### src/rtl/micro_sequencer.sv
// ---------------------------------------------------------------------------
// micro_sequencer
//
// Microprogram sequencer for a MIC-1 style datapath. Each microinstruction
// takes a FETCH cycle (control-store word latched into MIR) and an EXEC
// cycle (control outputs driven, next address and flags committed).
//
// MIR layout: [35:27] NEXT_ADDRESS, [26] JMPC, [25] JAMN, [24] JAMZ,
//             [23:16] ALU select, [15:7] C enables, [6:4] MEM, [3:0] B.
//
// Optional feature: define MICRO_SEQUENCER_JMPC_EN to let JMPC OR the mbr
// opcode byte into mpc[7:0]. Without it, MIR[26] and mbr are ignored and
// the HALT test looks at JAMN/JAMZ only.
//
// Handshake: start is sampled only in IDLE (one-cycle pulse suffices).
// stall is a wait request valid only in EXEC: while stall=1 the current
// microinstruction is held with c_en/mem suppressed and nothing commits;
// the first EXEC edge with stall=0 commits it exactly once.
//
// Ports:
//   clk, rst     rising-edge clock, asynchronous active-high reset
//   start        leave IDLE and begin execution
//   stall        memory wait, holds the current microinstruction in EXEC
//   cs_data      control-store word at mpc (combinational read)
//   N, Z         live ULA flags
//   mbr          opcode byte for JMPC
//   mpc          control-store address
//   select       ULA/shifter select {SLL8,SRA1,F0,F1,ENA,ENB,INVA,INC}
//   c_en         register write enables
//   mem          {WRITE,READ,FETCH} strobes
//   b_sel        B-bus source code
//   n_flag,z_flag latched flags
//   halted       sequencer is in HALT
//   ucount       retired microinstruction count
//   state_dbg    current FSM state (debug)
// ---------------------------------------------------------------------------
module micro_sequencer (
  input  logic        clk,
  input  logic        rst,
  input  logic        start,
  input  logic        stall,
  input  logic [35:0] cs_data,
  input  logic        N,
  input  logic        Z,
  input  logic [7:0]  mbr,
  output logic [8:0]  mpc,
  output logic [7:0]  select,
  output logic [8:0]  c_en,
  output logic [2:0]  mem,
  output logic [3:0]  b_sel,
  output logic        n_flag,
  output logic        z_flag,
  output logic        halted,
  output logic [31:0] ucount,
  output logic [1:0]  state_dbg
);

  typedef enum logic [1:0] {
    ST_IDLE  = 2'd0,
    ST_FETCH = 2'd1,
    ST_EXEC  = 2'd2,
    ST_HALT  = 2'd3
  } state_e;

  // ULA select that produces the constant 0 (ENA/ENB low, F1 high).
  localparam logic [7:0] SEL_ZERO = 8'b0001_0000;
  localparam logic [8:0] HALT_NA  = 9'h1FF;

  state_e      state_q, state_d;
  logic [35:0] mir_q, mir_d;
  logic [8:0]  mpc_q, mpc_d;
  logic [31:0] ucount_q, ucount_d;
  logic        n_flag_q, n_flag_d;
  logic        z_flag_q, z_flag_d;
  logic        halted_q, halted_d;

  logic [8:0]  na;
  logic        jamn;
  logic        jamz;
  logic [7:0]  jmpc_mask;
  logic        halt_hit;
  logic [8:0]  next_addr;
  logic        in_exec;
  logic        commit;

  assign na   = mir_q[35:27];
  assign jamn = mir_q[25];
  assign jamz = mir_q[24];

`ifdef MICRO_SEQUENCER_JMPC_EN
  assign jmpc_mask = mir_q[26] ? mbr : 8'h00;
  assign halt_hit  = (na == HALT_NA) && (mir_q[26:24] == 3'b000);
`else
  // JMPC bit and mbr are deliberately ignored in this build.
  logic unused_jmpc;
  assign unused_jmpc = ^{mir_q[26], mbr};
  assign jmpc_mask   = 8'h00;
  assign halt_hit    = (na == HALT_NA) && (mir_q[25:24] == 2'b00);
`endif

  // Branch uses the live N/Z of the current select, not the latched flags.
  assign next_addr = {na[8] | (jamn & N) | (jamz & Z), na[7:0] | jmpc_mask};

  assign in_exec = (state_q == ST_EXEC);
  assign commit  = in_exec & ~stall;

  always_comb begin
    state_d  = state_q;
    mir_d    = mir_q;
    mpc_d    = mpc_q;
    ucount_d = ucount_q;
    n_flag_d = n_flag_q;
    z_flag_d = z_flag_q;
    case (state_q)
      ST_IDLE: begin
        if (start) state_d = ST_FETCH;
      end
      ST_FETCH: begin
        mir_d   = cs_data;
        state_d = ST_EXEC;
      end
      ST_EXEC: begin
        if (!stall) begin
          n_flag_d = N;
          z_flag_d = Z;
          ucount_d = ucount_q + 32'd1;
          mpc_d    = next_addr;
          state_d  = halt_hit ? ST_HALT : ST_FETCH;
        end
      end
      default: ;  // ST_HALT: frozen until reset
    endcase
    halted_d = (state_d == ST_HALT);
  end

  always_ff @(posedge clk or posedge rst) begin
    if (rst) begin
      state_q  <= ST_IDLE;
      mir_q    <= '0;
      mpc_q    <= '0;
      ucount_q <= '0;
      n_flag_q <= 1'b0;
      z_flag_q <= 1'b0;
      halted_q <= 1'b0;
    end else begin
      state_q  <= state_d;
      mir_q    <= mir_d;
      mpc_q    <= mpc_d;
      ucount_q <= ucount_d;
      n_flag_q <= n_flag_d;
      z_flag_q <= z_flag_d;
      halted_q <= halted_d;
    end
  end

  // Control outputs derive from registered state so reset clears them
  // immediately; c_en/mem are also gated by the live stall.
  assign select    = in_exec ? mir_q[23:16] : SEL_ZERO;
  assign c_en      = commit ? mir_q[15:7] : 9'h000;
  assign mem       = commit ? mir_q[6:4] : 3'b000;
  assign b_sel     = mir_q[3:0];
  assign mpc       = mpc_q;
  assign n_flag    = n_flag_q;
  assign z_flag    = z_flag_q;
  assign halted    = halted_q;
  assign ucount    = ucount_q;
  assign state_dbg = state_q;

endmodule

### config.mk
export PLATFORM = sky130hd
export DESIGN_NAME = micro_sequencer
export DESIGN_NICKNAME = d
export VERILOG_FILES = /design/src/rtl/micro_sequencer.sv
export SDC_FILE = /design/constraint.sdc
export NUM_CORES = 1
export LEC_CHECK = 0
export CORE_MARGIN = 1.5
export CORE_UTILIZATION = 40
export CTS_CLUSTER_DIAMETER = 80
export DETAILED_ROUTE_END_ITERATION = 8
export PLACE_DENSITY = 0.77
export SLEW_MARGIN = 20
export SYNTH_ARGS = -nofsm -noshare
export SYNTH_HDL_FRONTEND = slang
export SYNTH_SLANG_ARGS = --single-unit
### constraint.sdc
create_clock -name clk -period 3.38 [get_ports clk]
set_clock_uncertainty 0.05 [all_clocks]
set_input_delay 0.676 -clock clk [delete_from_list [all_inputs] [get_ports clk]]
set_output_delay 0.676 -clock clk [all_outputs]
set_load 0.02 [all_outputs]
==> results.json, run 1 <==
{
  "cts_tree": "built",
  "critPathCaptureType": "output pin",
  "slew_violations": 0,
  "diodes": 0,
  "cts_buffers": 9,
  "routedWlPerCell_um": 15.4,
  "root_buffer": "clkbuf_8",
  "synthFlopType": "dfrtp_1",
  "start_kind": "primary input",
  "synth_area_leaders": "dfrtp_1, mux2_2, xnor2_1",
  "hold_buffers": 0,
  "timing.fmax_ghz": 0.326,
  "cpMostUsedCell": "clkdlybuf4s50_1",
  "area.growth.synth_to_final_pct": 43.0,
  "hpwl_um": 5440,
  "first_pass_iters": 4,
  "hold_ws_ns": 0.428,
  "final_cell_mix": "clkdlybuf4s50_1, dfrtp_1, mux2_2",
  "r2r_slack_ns": 1.43,
  "drt_iter0_markers": 55,
  "syn_inst": 274,
  "synth.distinct_cells": 36,
  "layout.cells.most_common": "clkdlybuf4s50_1",
  "io_buffers": 110,
  "worstSkewPairLatency_ns": 0.34,
  "cts.sinks": 81,
  "coreArea_um2": 8640,
  "hold_viol": 0,
  "grt_max_degree": 47,
  "required_ns": 2.65,
  "postRouteWirelength_um": 7710,
  "cp_cell_sequence": "clkdlybuf4s50_1 > nor3b_2 > buf_4 > and2_1 > clkdlybuf4s50_1",
  "tns_ns": 0,
  "h-tree-depth": 3,
  "cp_top_family": "buffers and inverters",
  "status": "completed",
  "synth-async-reset-ratio_pct": 100,
  "num_vias": 2513,
  "track_usage_pct": 17.2,
  "vias_per_cell": 5.01,
  "cts_resized": 0,
  "antenna_left": 0,
  "p_leak_uw": 0.00218,
  "yosysWarnings": 0,
  "nets": 441,
  "hold_path_end": "ucount[31]",
  "fin_crit_sh_pct": 90.8,
  "grt_pass1_vias": 2672,
  "r2r-start": "state_dbg[0]",
  "die_x_um": 97.1,
  "cts.reportedPaths.clkPinSlew_ns": 0.08,
  "syn-mean-instance-area_um2": 12.9,
  "yosysTopAreaCell": "dfrtp_1",
  "final-setup-viol-count": 0,
  "critical-path-max-stage-delay_ns": 0.61,
  "holdPathStages": 1,
  "synth.net_count": 325,
  "slew_headroom_pct": 34.9,
  "peakVddDrop_mv": 0.381,
  "drive_gt1_share_pct": 20.6,
  "rows": 34,
  "crit_type": "in -> out",
  "hold_start": "ucount[31]",
  "netlist_area_um2": 3540,
  "rsz0062_at_grt": "false",
  "cts_max_path_buffers": 2,
  "reg2reg_depth": 3,
  "overflow": 0,
  "finalCriticalPeriod_ns": 3.07,
  "drc_errors": 0,
  "min_path_type": "reg -> reg",
  "r2r-end": "mir_q[0]",
  "crit_arrival_ns": 2.34,
  "p_per_area_nw_per_um2": 690,
  "timing.critical_path.buf_inv": 3,
  "fillers": 713,
  "synth_top_area_share_pct": 57.2,
  "max-cap-violations": 0,
  "worstMarginPinSlew_ns": 0.974,
  "die_area_um2": 9430,
  "gp_congestion": 0.760,
  "crit_slowest_cell": "clkdlybuf4s50_1",
  "dieHeight_um": 97.1,
  "antenna_found_initial": 0,
  "pin_count": 120,
  "start_util_pct": 41.0,
  "cts_setup_buffers": 0,
  "grt_pass1_wl_um": 13000,
  "ys_seq_area_share_pct": 57.2,
  "crit_fanout": 14,
  "ys_seq_elements": 81,
  "synth-edff-count": 0
}
==> worst max path at each step <==
| stage | from | to | slack (ns) | cells after the start |
|---|---|---|---|---|
| after floorplan | rst | halted | 0.57 | 1 |
| after global placement | stall | c_en[2] | 0.33 | 5 |
| after detailed placement | stall | mem[2] | 0.32 | 5 |
| after CTS | stall | mem[0] | 0.30 | 5 |
| after global routing | stall | c_en[0] | 0.21 | 5 |
| final | stall | mem[0] | 0.31 | 5 |
==> cell type report <==
class	instances	area [µm²]	area share [%]
clock buffer	9	124	2.45
clock inverter	6	155	3.06
inverter	3	12.5	0.247
multi-input combinational	178	1450	28.6
sequential	81	2030	40.0
tap	108	135	2.67
timing repair buffer	117	1170	23.0
==> kinds of logic after synthesis <==
| group | share of synthesized area [%] |
|---|---|
| flops | 57.2 |
| mux | 14.6 |
| compound gates | 1.02 |
| xor+xnor | 7.66 |
| simple gates | 16.8 |
| buf+inv | 2.33 |
| fa+ha+maj | 0.353 |
==> flip-flops by register name, summed over array words and instances, names as in the netlist <==
| name | cells |
|---|---|
| mir_q | 35 |
| ucount | 32 |
| mpc | 9 |
| state_dbg | 2 |
| halted | 1 |
| n_flag | 1 |
| z_flag | 1 |
==> cells in the mapped netlist (2+ instances only) <==
cell type	n
mux2_2	46
nor3_1	4
xor2_1	13
buf_2	3
nor2_1	9
xnor2_1	18
nor4_1	3
nand2_1	17
a21oi_1	3
nand3_1	9
or2_2	2
clkbuf_1	4
and2_1	22
inv_1	3
buf_4	4
nor4_4	2
and4_1	4
dfrtp_1	81
nand4_1	9
nand2b_1	2
==> routing by layer <==
metal	wire length (µm)	vias to the layer above	global-route usage [%]	share of wire (%)
met5	0	-	0	0
met4	165	0	6.80	2.1
met3	679	18	6.47	8.8
met2	3590	104	26.9	47
met1	3280	1213	21.6	43
li1	-	1178	-	-
==> power breakdown <==
group | leakage, µW | internal, µW | switching (µW)
clock | 0.000139 | 635 | 342
sequential | 0.00101 | 1280 | 203
combinational | 0.00102 | 592 | 446
==> metrics by stage <==
stage,utilization [%],area (µm²),std cells,total power [µW],setup WS [ns]
2_1_floorplan,-,3540,274,2090,0.574
3_5_place_dp,55.4,4790,487,2550,0.317
6_report,58.7,5070,502,3500,0.312
4_1_cts,58.7,5070,502,3540,0.299
3_3_place_gp,55.4,4790,487,2520,0.327
5_1_grt,58.7,5070,502,3680,0.207
(Power assumes the default switching activity.)
==> run 2: changes to the inputs <==
ABC_CLOCK_PERIOD_IN_PS = 3380   (was default)
CORE_UTILIZATION = 45   (was 40)
PLACE_DENSITY = 0.84   (was 0.77)
==> run 2 against run 1 <==
  * Power fell by 8.2%
  * Largest power group unchanged
  * Critical endpoint is now c_en[2]
  * Fmax down 0.11%
  * Global-route usage grew 2.7 points
==> results.json, run 2 (synthesized netlist as in run 1, its figures left out) <==
{
  "status": "completed",
  "diodes": 0,
  "crit_arrival_ns": 2.35,
  "antenna_found_initial": 0,
  "reg2reg_depth": 3,
  "gp_congestion": 0.819,
  "cts.sinks": 81,
  "layout.cells.most_common": "clkdlybuf4s50_1",
  "rows": 32,
  "drt_iter0_markers": 62,
  "swShare_pct": 30.6,
  "slew_violations": 0,
  "antenna_left": 0,
  "max-cap-violations": 0,
  "p_switching_uw": 981,
  "tns_ns": 0,
  "h-tree-depth": 3,
  "postRouteWirelength_um": 7610,
  "combPwrFrac_pct": 32.3,
  "p_per_area_nw_per_um2": 645,
  "design_area_um2": 4980,
  "p_leak_uw": 0.00213,
  "track_usage_pct": 19.9,
  "cts_setup_buffers": 0,
  "drive_gt1_share_pct": 20.5,
  "num_vias": 2530,
  "crit_type": "in -> out",
  "slew_headroom_pct": 35.4,
  "cts_resized": 0,
  "die_x_um": 91.7,
  "worstSkewPairLatency_ns": 0.35,
  "crit_start": "stall",
  "fin_crit_sh_pct": 90.9,
  "largest_reg_flops": 35,
  "pin_count": 120,
  "start_util_pct": 46.1,
  "dpl-instance-area_um2": 4780,
  "coreArea_um2": 7690,
  "r2r_slack_ns": 1.42,
  "dieHeight_um": 91.7,
  "cts_tree": "built",
  "vias_per_cell": 5.09,
  "pre_cts_ws_ns": 0.301,
  "routedWlPerCell_um": 15.3,
  "nets": 441,
  "peakVddDrop_mv": 0.354,
  "hold_ws_ns": 0.445,
  "die_area_um2": 8420,
  "grt_pass1_wl_um": 13000,
  "grt_max_degree": 46,
  "final-setup-viol-count": 0,
  "final_cell_mix": "clkdlybuf4s50_1, dfrtp_1, mux2_2",
  "cts_buffers": 9,
  "min_path_type": "reg -> reg",
  "start_kind": "primary input",
  "crit_fanout": 14,
  "grt_pass1_vias": 2728,
  "timing.fmax_ghz": 0.326,
  "worstMarginPinSlew_ns": 0.966,
  "clkPwrFrac_pct": 21.9,
  "cts.reportedPaths.clkPinSlew_ns": 0.07,
  "endpoint": "c_en[2]",
  "io_buffers": 110,
  "first_pass_iters": 4,
  "total_power_uw": 3210,
  "p_int_uw": 2230,
  "r2r-end": "mir_q[20]",
  "regMostFlops": "mir_q",
  "hpwl_um": 5510,
  "hold_viol": 0,
  "overflow": 0,
  "area.growth.synth_to_final_pct": 40.4,
  "drc_errors": 0,
  "required_ns": 2.65,
  "finalWorstSetupSlack_ns": 0.309,
  "critPathCaptureType": "output pin",
  "finalCriticalPeriod_ns": 3.07,
  "cts_max_path_buffers": 2,
  "rsz0062_at_grt": "false",
  "seq_power_share_pct": 45.8,
  "root_buffer": "clkbuf_8",
  "r2r-start": "state_dbg[0]",
  "hold_buffers": 0
}
## run 2: cell types whose count changed in the layout (fill, tap and decap cells not counted)
cell,before,now
bufinv_16,5,1
clkinv_2,2,3
clkinvlp_4,0,2
clkbuf_1,0,1
clkbuf_8,9,10
## run 2: layout make-up
class | count | area (µm²)
fillers | 594 | 2710
flip-flops and latches | 81 | 2030
multi-input cells | 178 | 1450
repair buffers | 117 | 1170
clock buffers | 11 | 141
well taps | 102 | 128
clock inverters | 5 | 55.1
inverters | 3 | 12.5
## run 2: how the worst min path moves through the flow
stage | from | to | slack (ns) | depth (start not counted)
final | ucount[26] | ucount[26] | 0.44 | 1
after CTS | ucount[28] | ucount[28] | 0.45 | 1
after floorplan | mir_q[20] | mir_q[20] | 0.42 | 1
after detailed placement | ucount[28] | ucount[28] | 0.43 | 1
after global routing | ucount[28] | ucount[28] | 0.48 | 1
after global placement | ucount[31] | ucount[31] | 0.42 | 1
## run 2: power groups by stage
stage | sequential, µW | clock, µW | combinational [µW]
3_3_place_gp | 1480 | 0 | 1030
4_1_cts | 1480 | 721 | 1060
5_1_grt | 1520 | 764 | 1110
6_report | 1470 | 702 | 1040
2_1_floorplan | 1560 | 0 | 529
3_5_place_dp | 1490 | 0 | 1050
## run 2: layer usage
layer | vias to the layer above | part of all wire, % | global-route usage [%]
li1 | 1174 | - | -
met1 | 1241 | 41 | 23.1
met2 | 100 | 48 | 33.0
met3 | 15 | 9.0 | 7.13
met4 | 0 | 1.9 | 8.97
met5 | - | 0 | 0
## run 2: worst max-delay path, cell delays in order
cell and delay [ns]:
clkdlybuf4s50_1 0.49, nor3b_2 0.20, buf_4 0.21, and2_1 0.16, clkdlybuf4s50_1 0.60
## run 2: metrics by stage
stage,utilization (%),std cells
after global routing,64.7,497
final,64.7,497
after CTS,64.7,497
after floorplan,-,274
after detailed placement,62.2,481
after global placement,62.2,481
